$ cat config.mk
export PLATFORM = sky130hd
export DESIGN_NAME = bus_arbiter8
export DESIGN_NICKNAME = d
export VERILOG_FILES = /design/src/rtl/bus_arbiter8_pkg.sv /design/src/rtl/bus_arbiter8_rr_pick8.sv /design/src/rtl/demux8.sv /design/src/rtl/bus_arbiter8.sv
export SDC_FILE = /design/constraint.sdc
export NUM_CORES = 1
export LEC_CHECK = 0
export CELL_PAD_IN_SITES_DETAIL_PLACEMENT = 0
export CELL_PAD_IN_SITES_GLOBAL_PLACEMENT = 1
export CORE_MARGIN = 2
export CORE_UTILIZATION = 35
export DETAILED_ROUTE_END_ITERATION = 6
export DONT_BUFFER_PORTS = 1
export PLACE_DENSITY_LB_ADDON = 0.05
export SLEW_MARGIN = 20
export SYNTH_ARGS = -nofsm -noshare
export SYNTH_HDL_FRONTEND = slang
export SYNTH_SLANG_ARGS = --single-unit
$ cat constraint.sdc
create_clock -name clk -period 4 [get_ports clk]
set_clock_uncertainty 0.2 [all_clocks]
set_input_delay 0.4 -clock clk [delete_from_list [all_inputs] [get_ports clk]]
set_output_delay 0.4 -clock clk [all_outputs]
set_load 0.01 [all_outputs]
$ cat src/rtl/bus_arbiter8_pkg.sv
// Shared definitions for the 8-way round-robin bus arbiter.
package bus_arbiter8_pkg;

    localparam int N     = 8;
    localparam int SEL_W = 3;

    typedef enum logic [1:0] {
        IDLE  = 2'b00,
        GRANT = 2'b01,
        GAP   = 2'b10
    } arbState_t;

    // Index that lies 'off' positions after 'base', wrapping 7 -> 0.
    function automatic logic [SEL_W-1:0] wrapAdd(input logic [SEL_W-1:0] base,
                                                 input int unsigned off);
        return base + SEL_W'(off);
    endfunction

endpackage

$ cat src/rtl/bus_arbiter8_rr_pick8.sv
// Round-robin winner picker: first set request after ptr, wrapping 7 -> 0.
module rr_pick8
    import bus_arbiter8_pkg::*;
(
    input  logic [0:N-1]     req,
    input  logic [SEL_W-1:0] ptr,
    output logic [SEL_W-1:0] win,
    output logic             any
);

    logic [SEL_W-1:0] w_idx;

    // Walk from the farthest offset down to ptr+1 so the nearest hit wins;
    // offset N lands back on ptr itself, giving the last owner lowest rank.
    always_comb begin
        win   = '0;
        any   = 1'b0;
        w_idx = '0;
        for (int off = N; off >= 1; off--) begin
            w_idx = wrapAdd(ptr, off);
            if (req[w_idx]) begin
                win = w_idx;
                any = 1'b1;
            end
        end
    end

endmodule

$ cat src/rtl/demux8.sv
// 1-to-8 demultiplexer: routes input i to output o[k], k = 4*j0 + 2*j1 + j2.
module demux8 (
    input  logic       i,
    input  logic       j0,
    input  logic       j1,
    input  logic       j2,
    output logic [0:7] o
);

    logic [2:0] w_idx;

    assign w_idx = {j0, j1, j2};

    // Drive only the selected output, all others low.
    always_comb begin
        o        = '0;
        o[w_idx] = i;
    end

endmodule

$ cat src/rtl/bus_arbiter8.sv
// 8-way round-robin arbiter driving mux8/demux8 selects, with hold limit
// and a one-cycle dead gap between owners.
module bus_arbiter8
    import bus_arbiter8_pkg::*;
#(
    parameter int MAX_HOLD = 16,
    parameter int CNT_W    = 8
) (
    input  logic         clk,
    input  logic         reset_,
    input  logic [0:N-1] req,
    output logic [0:N-1] gnt,
    output logic         sel_j2,
    output logic         sel_j1,
    output logic         sel_j0,
    output logic         valid,
    output logic         timeout
);

    localparam logic [CNT_W-1:0] HOLD_LIMIT = CNT_W'(MAX_HOLD - 1);

    arbState_t        r_state;
    arbState_t        w_stateNext;
    logic [SEL_W-1:0] r_ptr;
    logic [SEL_W-1:0] w_ptrNext;
    logic [SEL_W-1:0] r_sel;
    logic [SEL_W-1:0] w_selNext;
    logic [CNT_W-1:0] r_cnt;
    logic [CNT_W-1:0] w_cntNext;
    logic             r_valid;
    logic             w_validNext;
    logic             r_timeout;
    logic             w_timeoutNext;

    logic [SEL_W-1:0] w_win;
    logic             w_any;
    logic [0:N-1]     w_decoded;

    rr_pick8 u_pick (
        .req (req),
        .ptr (r_ptr),
        .win (w_win),
        .any (w_any)
    );

    demux8 u_gntDecode (
        .i  (1'b1),
        .j0 (r_sel[2]),
        .j1 (r_sel[1]),
        .j2 (r_sel[0]),
        .o  (w_decoded)
    );

    // State and output registers; reset parks ptr at 7 so requester 0 leads.
    always_ff @(posedge clk or negedge reset_) begin
        if (!reset_) begin
            r_state   <= IDLE;
            r_ptr     <= SEL_W'(N - 1);
            r_sel     <= '0;
            r_cnt     <= '0;
            r_valid   <= 1'b0;
            r_timeout <= 1'b0;
        end else begin
            r_state   <= w_stateNext;
            r_ptr     <= w_ptrNext;
            r_sel     <= w_selNext;
            r_cnt     <= w_cntNext;
            r_valid   <= w_validNext;
            r_timeout <= w_timeoutNext;
        end
    end

    // Next-state logic: arbitrate from IDLE/GAP, hold or release from GRANT.
    always_comb begin
        w_stateNext   = r_state;
        w_ptrNext     = r_ptr;
        w_selNext     = r_sel;
        w_cntNext     = r_cnt;
        w_validNext   = r_valid;
        w_timeoutNext = 1'b0;
        unique case (r_state)
            IDLE, GAP: begin
                if (w_any) begin
                    w_stateNext = GRANT;
                    w_ptrNext   = w_win;
                    w_selNext   = w_win;
                    w_cntNext   = '0;
                    w_validNext = 1'b1;
                end else begin
                    w_stateNext = IDLE;
                    w_validNext = 1'b0;
                end
            end
            GRANT: begin
                if (!req[r_sel]) begin
                    w_stateNext = GAP;
                    w_validNext = 1'b0;
                end else if (r_cnt == HOLD_LIMIT) begin
                    w_stateNext   = GAP;
                    w_validNext   = 1'b0;
                    w_timeoutNext = 1'b1;
                end else begin
                    w_cntNext = r_cnt + CNT_W'(1);
                end
            end
            default: begin
                w_stateNext = IDLE;
                w_validNext = 1'b0;
            end
        endcase
    end

    assign gnt     = w_decoded & {N{r_valid}};
    assign valid   = r_valid;
    assign timeout = r_timeout;
    assign sel_j0  = r_sel[2];
    assign sel_j1  = r_sel[1];
    assign sel_j2  = r_sel[0];

endmodule

[Yosys cells after proc, flatten, opt, wreduce, memory -nomap -nowiden]
Index checks and enable logic that the tools add are counted.
Storage, ports and cells
  flip-flop bits (word level): 18
  input port bits: 10
Operators by class
  equality and inequality tests: 7
  muxes and demuxes: 60
  add/sub/neg operators: 8
  order comparisons: 10
  reductions and logical operators: 6
  bitwise gates (word level): 10
Operators by type and width (count)
  $ge 4x4->1 const B: 9
  $not 3->4: 9
  $mux 1: 34
  $bmux 1 s3: 9
  $mux 3: 8
  $mux 8: 3
  $pmux 8 s2: 1
  $add 3x3->3 const B: 4
  $add 8x1->8 const B: 1
  $and 8x8->8: 1
  $eq 8x4->1 const B: 1
  $add 3x2->3 const B: 2
  $lt 4x1->1 const B: 1
  $mux 2: 2
  $ne 2x2->1 const B: 2
  $pmux 2 s2: 1
  $reduce_and 4->1: 1
  $add 3x1->3 const B: 1
  $demux 1 s3: 1
  $ne 3x3->1 const B: 1
  $eq 2x1->1 const B: 1
  $eq 2x2->1 const B: 1
  $logic_not 2->1: 1
  $ne 2x1->1 const B: 1
  other kinds (5): 5

[Depth between registers and ports, before layout]
Gate-level depths: netlist of the first run.
  depth in word-level cells: 14
  mapped depth: 11

[Cells and area by module]
Synthesis of the first run repeated with hierarchy kept, for this count alone.
Second synthesis, totals
  cells, all modules: 193
  area, all modules: 1770.4 um^2
Modules (own cells, without submodules)
  bus_arbiter8: times used 1, area an instance 999.7 um^2, cells an instance 108
  rr_pick8: times used 1, area an instance 674.4 um^2, cells an instance 77
  demux8: times used 1, area an instance 96.3 um^2, cells an instance 8

[Worst setup path after synthesis of the first run]
OpenSTA, ideal clock, no wires.
  path kind: register to register
  from: register r_ptr[1]
  to: register r_sel[1]
  setup slack: 0.937 ns
  period minus slack after synthesis: 3.063 ns
  library setup time: 0.127 ns
  cell stages (with the launch flop): 10
  data arrival time: 2.736 ns
  buffers on the path: 1
  cell sequence: dfstp_2 -> clkbuf_8 -> inv_1 -> ha_1 -> mux4_1 -> mux2i_2 -> mux2i_1 -> a311o_1 -> a311oi_2 -> o21ai_1
On the way
  word-level cells in the longest chain between the ends: 13
RTL lines
  start, declared: line bus_arbiter8.sv:24  | logic [SEL_W-1:0] r_ptr;
  start signal, assigned: line bus_arbiter8.sv:58  | r_ptr <= SEL_W'(N - 1);
  start signal, assigned: line bus_arbiter8.sv:65  | r_ptr <= w_ptrNext;
  $add 3x3->3 / $not 3->4 (equally long branches): line bus_arbiter8_pkg.sv:16, bus_arbiter8_rr_pick8.sv:21
  $not 3->4 (not written as such) / $bmux 1 s3 (equally long branches): line bus_arbiter8_rr_pick8.sv:21  | if (req[w_idx]) begin
  $bmux 1 s3 / $mux 1 (equally long branches): line bus_arbiter8_rr_pick8.sv:21
  $mux 1 (not written as such) (2 in series): line bus_arbiter8_rr_pick8.sv:21
  $mux 1 (7 in series): line bus_arbiter8_rr_pick8.sv:21
  $reduce_and 2->1 (no line)
  end signal, assigned: line bus_arbiter8.sv:66  | r_sel <= w_selNext;
  end, declared: line bus_arbiter8.sv:26  | logic [SEL_W-1:0] r_sel;
Several ways; a longest one is shown, not always the timed one. The select of a mux whose other input is x is not followed.
A chain may end at the register's enable or synchronous reset.

[Final worst setup path of the first run]
Same ends and word-level chain as after synthesis.

==> results by group, run 1 <==
Drt
  – Top Layer Used: met4
  – ANT nets after route: 0
  – WL met3: approximately 290 um
  – Via count: around 1,400
  – Via density: approximately 6
  – Total routed wirelength: ~4.2 mm
  – Routed length on met1: roughly 2.2 mm
  – DRT Pass-1 Iters: 4
  – Met2 WL: between 1.5 and 2 mm
  – Wirelength per Cell: approximately 18 um
  – Drt drc: 0
  – 1st-iter DRT viols: 103

Floorplan
  – Chip width: roughly 74 um
  – Chip Height: 73.9 um
  – Die area: 5460 sq um
  – Row count: 25
  – Ports: 23
  – Core ar.: around 4700 sq um
  – Starting Density: 36.2%

Synthesis
  – Most used DFF post-synth: dfrtp_1
  – Number of flops mapped to enable cells by yosys: 0
  – Post-synth top cells: 16 x nor2_1, 15 x dfrtp_1, 12 x nand2_1
  – Syn nets: approximately 190
  – Most common cell in the netlist: nor2_1
  – Ranking of synthesized cells by area: dfrtp_1 22%, mux4_2 9.2%, mux4_1 6.1%, mux2i_1 5.3%, dfstp_2 4.6%
  – Synth cell types: 54
  – Synth Area per Inst: approximately 9.9 sq um
  – Seq cells post-synth: 18
  – Top cell type's share of synthesized area: 21.9%
  – Post-synthesis sequential area ratio: 26.6%
  – Synth Warn #: 0
  – Synth Instances: 173
  – Synth area leader: dfrtp_1
  – Synth async-reset ratio: 100%
  – Synthesized cell area: ~1700 sq um

Global route
  – Grt total ovfl: 0
  – First-pass GRT wire length: 6.85 mm
  – Largest net degree at the start of global routing: 19
  – Overall routing resource usage: around 17%
  – Vias in the first global route: between 1,000 and 1,500
  – Initial antenna violation count: 0

Clock network
  – Cts bufs inserted: 3
  – Root Buffer: clkbuf_8
  – H-tree levels: 1
  – CTS tree: yes
  – Resized cells post-CTS: 0
  – Clk sinks: 18
  – Longest Clk Path Bufs: 2
  – Setup Buffers After CTS: 0
  – Reg clk slew, reported paths: ~0.070 ns
  – Clock latency at the later pin of the worst-skew pair: around 0.25 ns

Critical path
  – CP startpoint: r_ptr[1]
  – Startpoint types: register
  – Slowest cell on crit path: mux4_1
  – Critical path arrival: roughly 3.4 ns
  – Delay-heaviest family, CP: multiplexers
  – Origin of the critical flop-to-flop path: r_ptr[1]
  – Register-to-Register Path Depth: 8
  – Crit path buf inv count: 1
  – Slowest stage delay, CP: ~0.77 ns
  – Worst R2R End: r_sel[1]
  – Cell Chain, Critical Path: inv_1, ha_1, mux4_1, mux2i_2, mux2i_1, a311o_1, a311oi_2, o21ai_1
  – WP data required: ~4 ns
  – Kind of critical path: reg -> reg
  – Crit-path max FO: 12
  – Worst setup EP type: register
  – R2R Setup Slk: just under 0.6 ns

STA
  – Setup_tns: 0 ns
  – Fmax achieved: a little under 0.3 GHz
  – Final setup vio count: 0
  – Max_slew headroom: a little under half
  – Final Hold Viols: 0
  – Min Tclk post-route: ~3.4 ns
  – Fin Hold WS: between 0.3 and 0.4 ns
  – Final worst path period share: 85.5%
  – Final slew viol count: 0
  – Unrepaired setup endpoints after global routing: no
  – Worst-Margin Slew: 0.821 ns

Worst hold path
  – Hold WC Path Type: reg -> reg
  – Hold path start: r_cnt[0]
  – Hold Path Depth: 1
  – Worst Hold Endpoint: r_cnt[0]

Layout
  – Area added between synthesis and finish: 4.68%
  – Fill cells: a little under 500
  – Layout cell share with drive strength beyond 1: 16.4%
  – Antenna diode count: 0
  – Fin nets: approximately 190

Flow run
  – Max_cap viols: 0

Outcome
  – Status: finished, final reports clean

Placement
  – GP Congestion: roughly 0.77
  – Dpl hpwl: between 3 and 4 mm
  – Port bufs: 0

Power and ir drop
  – P_leak: 0.710 nW
  – Max VDD drop: 0.413 mV
  – Pwr Density: around 1000 nW/um^2
## metrics by stage
| stage | setup slack (ns) | cells | utilization (%) | area, sq um | power [mW] |
|---|---|---|---|---|---|
| floorplan | 0.937 | 173 | - | 1710 | 1.48 |
| global placement | 0.610 | 233 | 36.7 | 1740 | 1.69 |
| detailed placement | 0.595 | 233 | 36.7 | 1740 | 1.68 |
| CTS | 0.560 | 238 | 37.9 | 1790 | 1.83 |
| global route | 0.414 | 238 | 37.9 | 1790 | 1.99 |
| finish | 0.582 | 238 | 37.9 | 1790 | 1.83 |
## cell usage in the layout, fill, tap and decap left out, drive strengths merged, types with 4 or more instances in the layout
| master | n |
|---|---|
| xor2 | 4 |
| nor2 | 16 |
| mux2 | 4 |
| o21ai | 11 |
| nand2b | 4 |
| nand3 | 7 |
| inv | 8 |
| clkbuf | 4 |
| mux2i | 12 |
| a21oi | 5 |
| nand2 | 12 |
| a21o | 4 |
| nor3 | 4 |
| nor4 | 4 |
| dfrtp | 15 |
| mux4 | 11 |
## state kept, by name (all words and copies together), names as in the netlist
register,count
r_cnt,8
r_ptr,3
r_sel,3
r_state,2
timeout,1
valid,1
## power by group
part	internal [mW]	total (mW)	switching, mW
clock	0.0707	0.130	0.0596
sequential	0.251	0.346	0.0956
combinational	0.583	1.35	0.770
total	0.904	1.83	0.925
## area by class of cell
cell class                      instances  area [sq um]  area share (%)
Timing Repair Buffer                    3          25.0            1.40
Sequential cell                        18           454            25.4
Inverter                                8          30.0            1.68
Multi-Input combinational cell        138          1150            64.4
Tap cell                               67          83.8            4.68
Clock buffer                            4          45.0            2.52
## worst max-delay path by stage
| stage | to | slack [ns] | cells past startpoint |
|---|---|---|---|
| 6_report | r_sel[1] | 0.58 | 8 |
| 5_1_grt | r_sel[1] | 0.41 | 8 |
| 4_1_cts | r_sel[1] | 0.56 | 8 |
| 3_5_place_dp | r_sel[1] | 0.59 | 8 |
| 3_3_place_gp | r_sel[1] | 0.61 | 8 |
| 2_1_floorplan | r_sel[1] | 0.94 | 9 |
## routing by layer
metal / global-route usage [%] / vias up
li1: - / 659
met5: 0 / -
met2: 22.5 / 46
met4: 1.82 / 0
met3: 4.53 / 2
met1: 27.2 / 724
## cell families after synthesis
family          after synthesis  share of synthesized area, %
simple gates                 59                          17.3
compound gates               42                          17.6
mux                          27                          26.7
flops                        18                          26.6
buf+inv                      17                          6.07
xor+xnor                      7                          3.58
fa+ha+maj                     3                          2.19
## timing repair
| action | CTS | global route |
|---|---|---|
| endpoints found under the hold margin | 18 | 0 |
| hold buffers | 1 | 0 |
| endpoints found under the setup margin | 0 | 0 |
(Power assumes the default switching activity.)
==> run 2: changes to the inputs <==
Settings changed: PLACE_DENSITY_LB_ADDON 0.05 to 0.1.
==> run 2 against run 1 <==
Via count fell by 1.9%. Combinational power is essentially flat. Sequential power barely moved. First-iteration DRC count decreased by 50%. Critical path type unchanged. Highest routed layer unchanged. Core utilization is the same. Sequential share of layout area stayed put. Largest cell class unchanged. Total power is 0.18% lower. Non-clock buffer count stayed put.
==> results by group, run 2 (same netlist as run 1, synthesis figures left out) <==
Global route
  – Initial antenna violation count: 0 (unchanged)
  – Largest net degree at the start of global routing: 19 (unchanged)
  – Grt total ovfl: 0 (unchanged)
  – First-pass GRT wire length: 6.76 mm (-1.3%)
  – Overall routing resource usage: 16.2% (-0.55 points)
  – Vias in the first global route: 1,373 (+5.4%)

Layout
  – Fin nets: 185 (unchanged)
  – Area added between synthesis and finish: 4.68% (unchanged)
  – Antenna diode count: 0 (unchanged)
  – Layout cell share with drive strength beyond 1: 16.4% (unchanged)
  – Design area: 1790 sq um (unchanged)
  – Most flop-heavy register: r_cnt
  – Non-filler cells in the finished layout: 238 (unchanged)
  – Most frequent cells in the layout: 16 x nor2_1, 15 x dfrtp_1, 12 x nand2_1, 9 x mux2i_1, 8 x inv_1
  – Max reg flops: 8 (unchanged)
  – Most common cell after layout, fill and taps aside: nor2_1
  – Final Util: 37.9% (unchanged)
  – Biggest regs: r_cnt (8), r_ptr (3), r_sel (3)

Drt
  – ANT nets after route: 0 (unchanged)
  – DRT Pass-1 Iters: 5 (+1)
  – 1st-iter DRT viols: 52 (-50%)
  – Via density: 5.90 (-1.9%)
  – Wirelength per Cell: 17.4 um (-1.6%)
  – Total routed wirelength: 4.15 mm (-1.6%)
  – Drt drc: 0 (unchanged)
  – Via count: 1,404 (-1.9%)

Critical path
  – R2R Setup Slk: 0.50 ns (-0.08 ns)
  – Startpoint types: register
  – Crit-path max FO: 12 (unchanged)
  – Kind of critical path: reg -> reg
  – Origin of the critical flop-to-flop path: r_ptr[1]
  – WP data required: 3.93 ns (about the same)
  – Worst R2R End: r_sel[1]
  – Register-to-Register Path Depth: 8 (unchanged)
  – Worst setup EP type: register
  – Critical path arrival: 3.43 ns (+0.08 ns)

Floorplan
  – Starting Density: 36.2% (unchanged)
  – Die area: 5460 sq um (unchanged)
  – Chip width: 73.9 um (unchanged)
  – Ports: 23 (unchanged)
  – Core ar.: 4720 sq um (unchanged)
  – Row count: 25 (unchanged)
  – Chip Height: 73.9 um (unchanged)

Power and ir drop
  – Pwr Density: 1020 nW/um^2 (-0.18%)
  – Final Power: 1.83 mW (-0.18%)
  – Max VDD drop: 0.381 mV (-7.9%)
  – P_leak: 0.710 nW (unchanged)

STA
  – Worst-Margin Slew: 0.829 ns (+0.00869 ns)
  – Unrepaired setup endpoints after global routing: no
  – Final slew viol count: 0 (unchanged)
  – Fmax achieved: 0.286 GHz (-2.3%)
  – Fin Hold WS: 0.317 ns (-0.000142 ns)
  – Final Hold Viols: 0 (unchanged)
  – Final worst path period share: 87.5% (+2.0 points)
  – Fin worst setup slack: 0.502 ns (-0.0801 ns)
  – Final setup vio count: 0 (unchanged)
  – Setup_tns: 0 ns (unchanged)
  – Min Tclk post-route: 3.50 ns (+0.0801 ns)
  – Max_slew headroom: 44.5% (-0.58 points)

Clock network
  – Clock latency at the later pin of the worst-skew pair: 0.25 ns (about the same)
  – # hold bufs at CTS: 1 (unchanged)
  – CTS tree: yes
  – Reg clk slew, reported paths: 0.07 ns (about the same)
  – Resized cells post-CTS: 0 (unchanged)
  – H-tree levels: 1 (unchanged)
  – Root Buffer: clkbuf_8
  – Cts bufs inserted: 3 (unchanged)
  – Setup Buffers After CTS: 0 (unchanged)
  – Clk sinks: 18 (unchanged)
  – Longest Clk Path Bufs: 2 (unchanged)

Placement
  – Port bufs: 0 (unchanged)
  – GP Congestion: 0.780 (+1.9%)
  – Placed Instance Area: 1740 sq um (unchanged)
  – Dpl hpwl: 3.14 mm (+0.17%)
  – Dpl cells: 233 (unchanged)
  – DP Worst Slack: 0.522 ns (-0.0724 ns)

Worst hold path
  – Hold Path Depth: 1 (unchanged)
  – Hold path start: r_cnt[0]
  – Worst Hold Endpoint: r_cnt[0]
  – Hold WC Path Type: reg -> reg

Flow run
  – Max_cap viols: 0 (unchanged)

Outcome
  – Status: finished, final reports clean
[run 2: how the worst max path moves through the flow]
stage          startpoint        to  slack, ns
4_1_cts          r_ptr[1]  r_ptr[1]       0.51
5_1_grt          r_ptr[1]  r_ptr[1]       0.32
6_report         r_ptr[1]  r_sel[1]       0.50
3_3_place_gp     r_ptr[1]  r_sel[1]       0.54
3_5_place_dp     r_ptr[1]  r_ptr[1]       0.52
2_1_floorplan    r_ptr[1]  r_sel[1]       0.94
[run 2: critical path, cell delays in order (launching register included)]
cell,delay [ns]
dfstp_2,0.53
inv_1,0.07
ha_1,0.59
mux4_1,0.77
mux2i_2,0.33
mux2i_1,0.13
a311o_1,0.35
a311oi_2,0.31
o21ai_1,0.10
[run 2: power by group]
part / internal, mW / total [mW] / leakage, nW / switching [mW]
Clock: 0.0706 / 0.130 / 0.0228 / 0.0597
Combinational: 0.583 / 1.35 / 0.459 / 0.769
Sequential: 0.251 / 0.344 / 0.228 / 0.0937
[run 2: area by class of cell]
type                    instances  area [sq um]
repair buffers                  3          25.0
well taps                      67          83.8
flip-flops and latches         18           454
clock buffers                   4          45.0
multi-input cells             138          1150
fillers                       491          2930
inverters                       8          30.0
[run 2: per-layer routing]
layer  vias to the layer above  GRT usage, %  wire, um
met5                         -             0         0
met4                         0          5.66        80
met3                         6          4.12       248
met2                        55          26.4      1950
met1                       684          20.7      1870
li1                        659             -         -
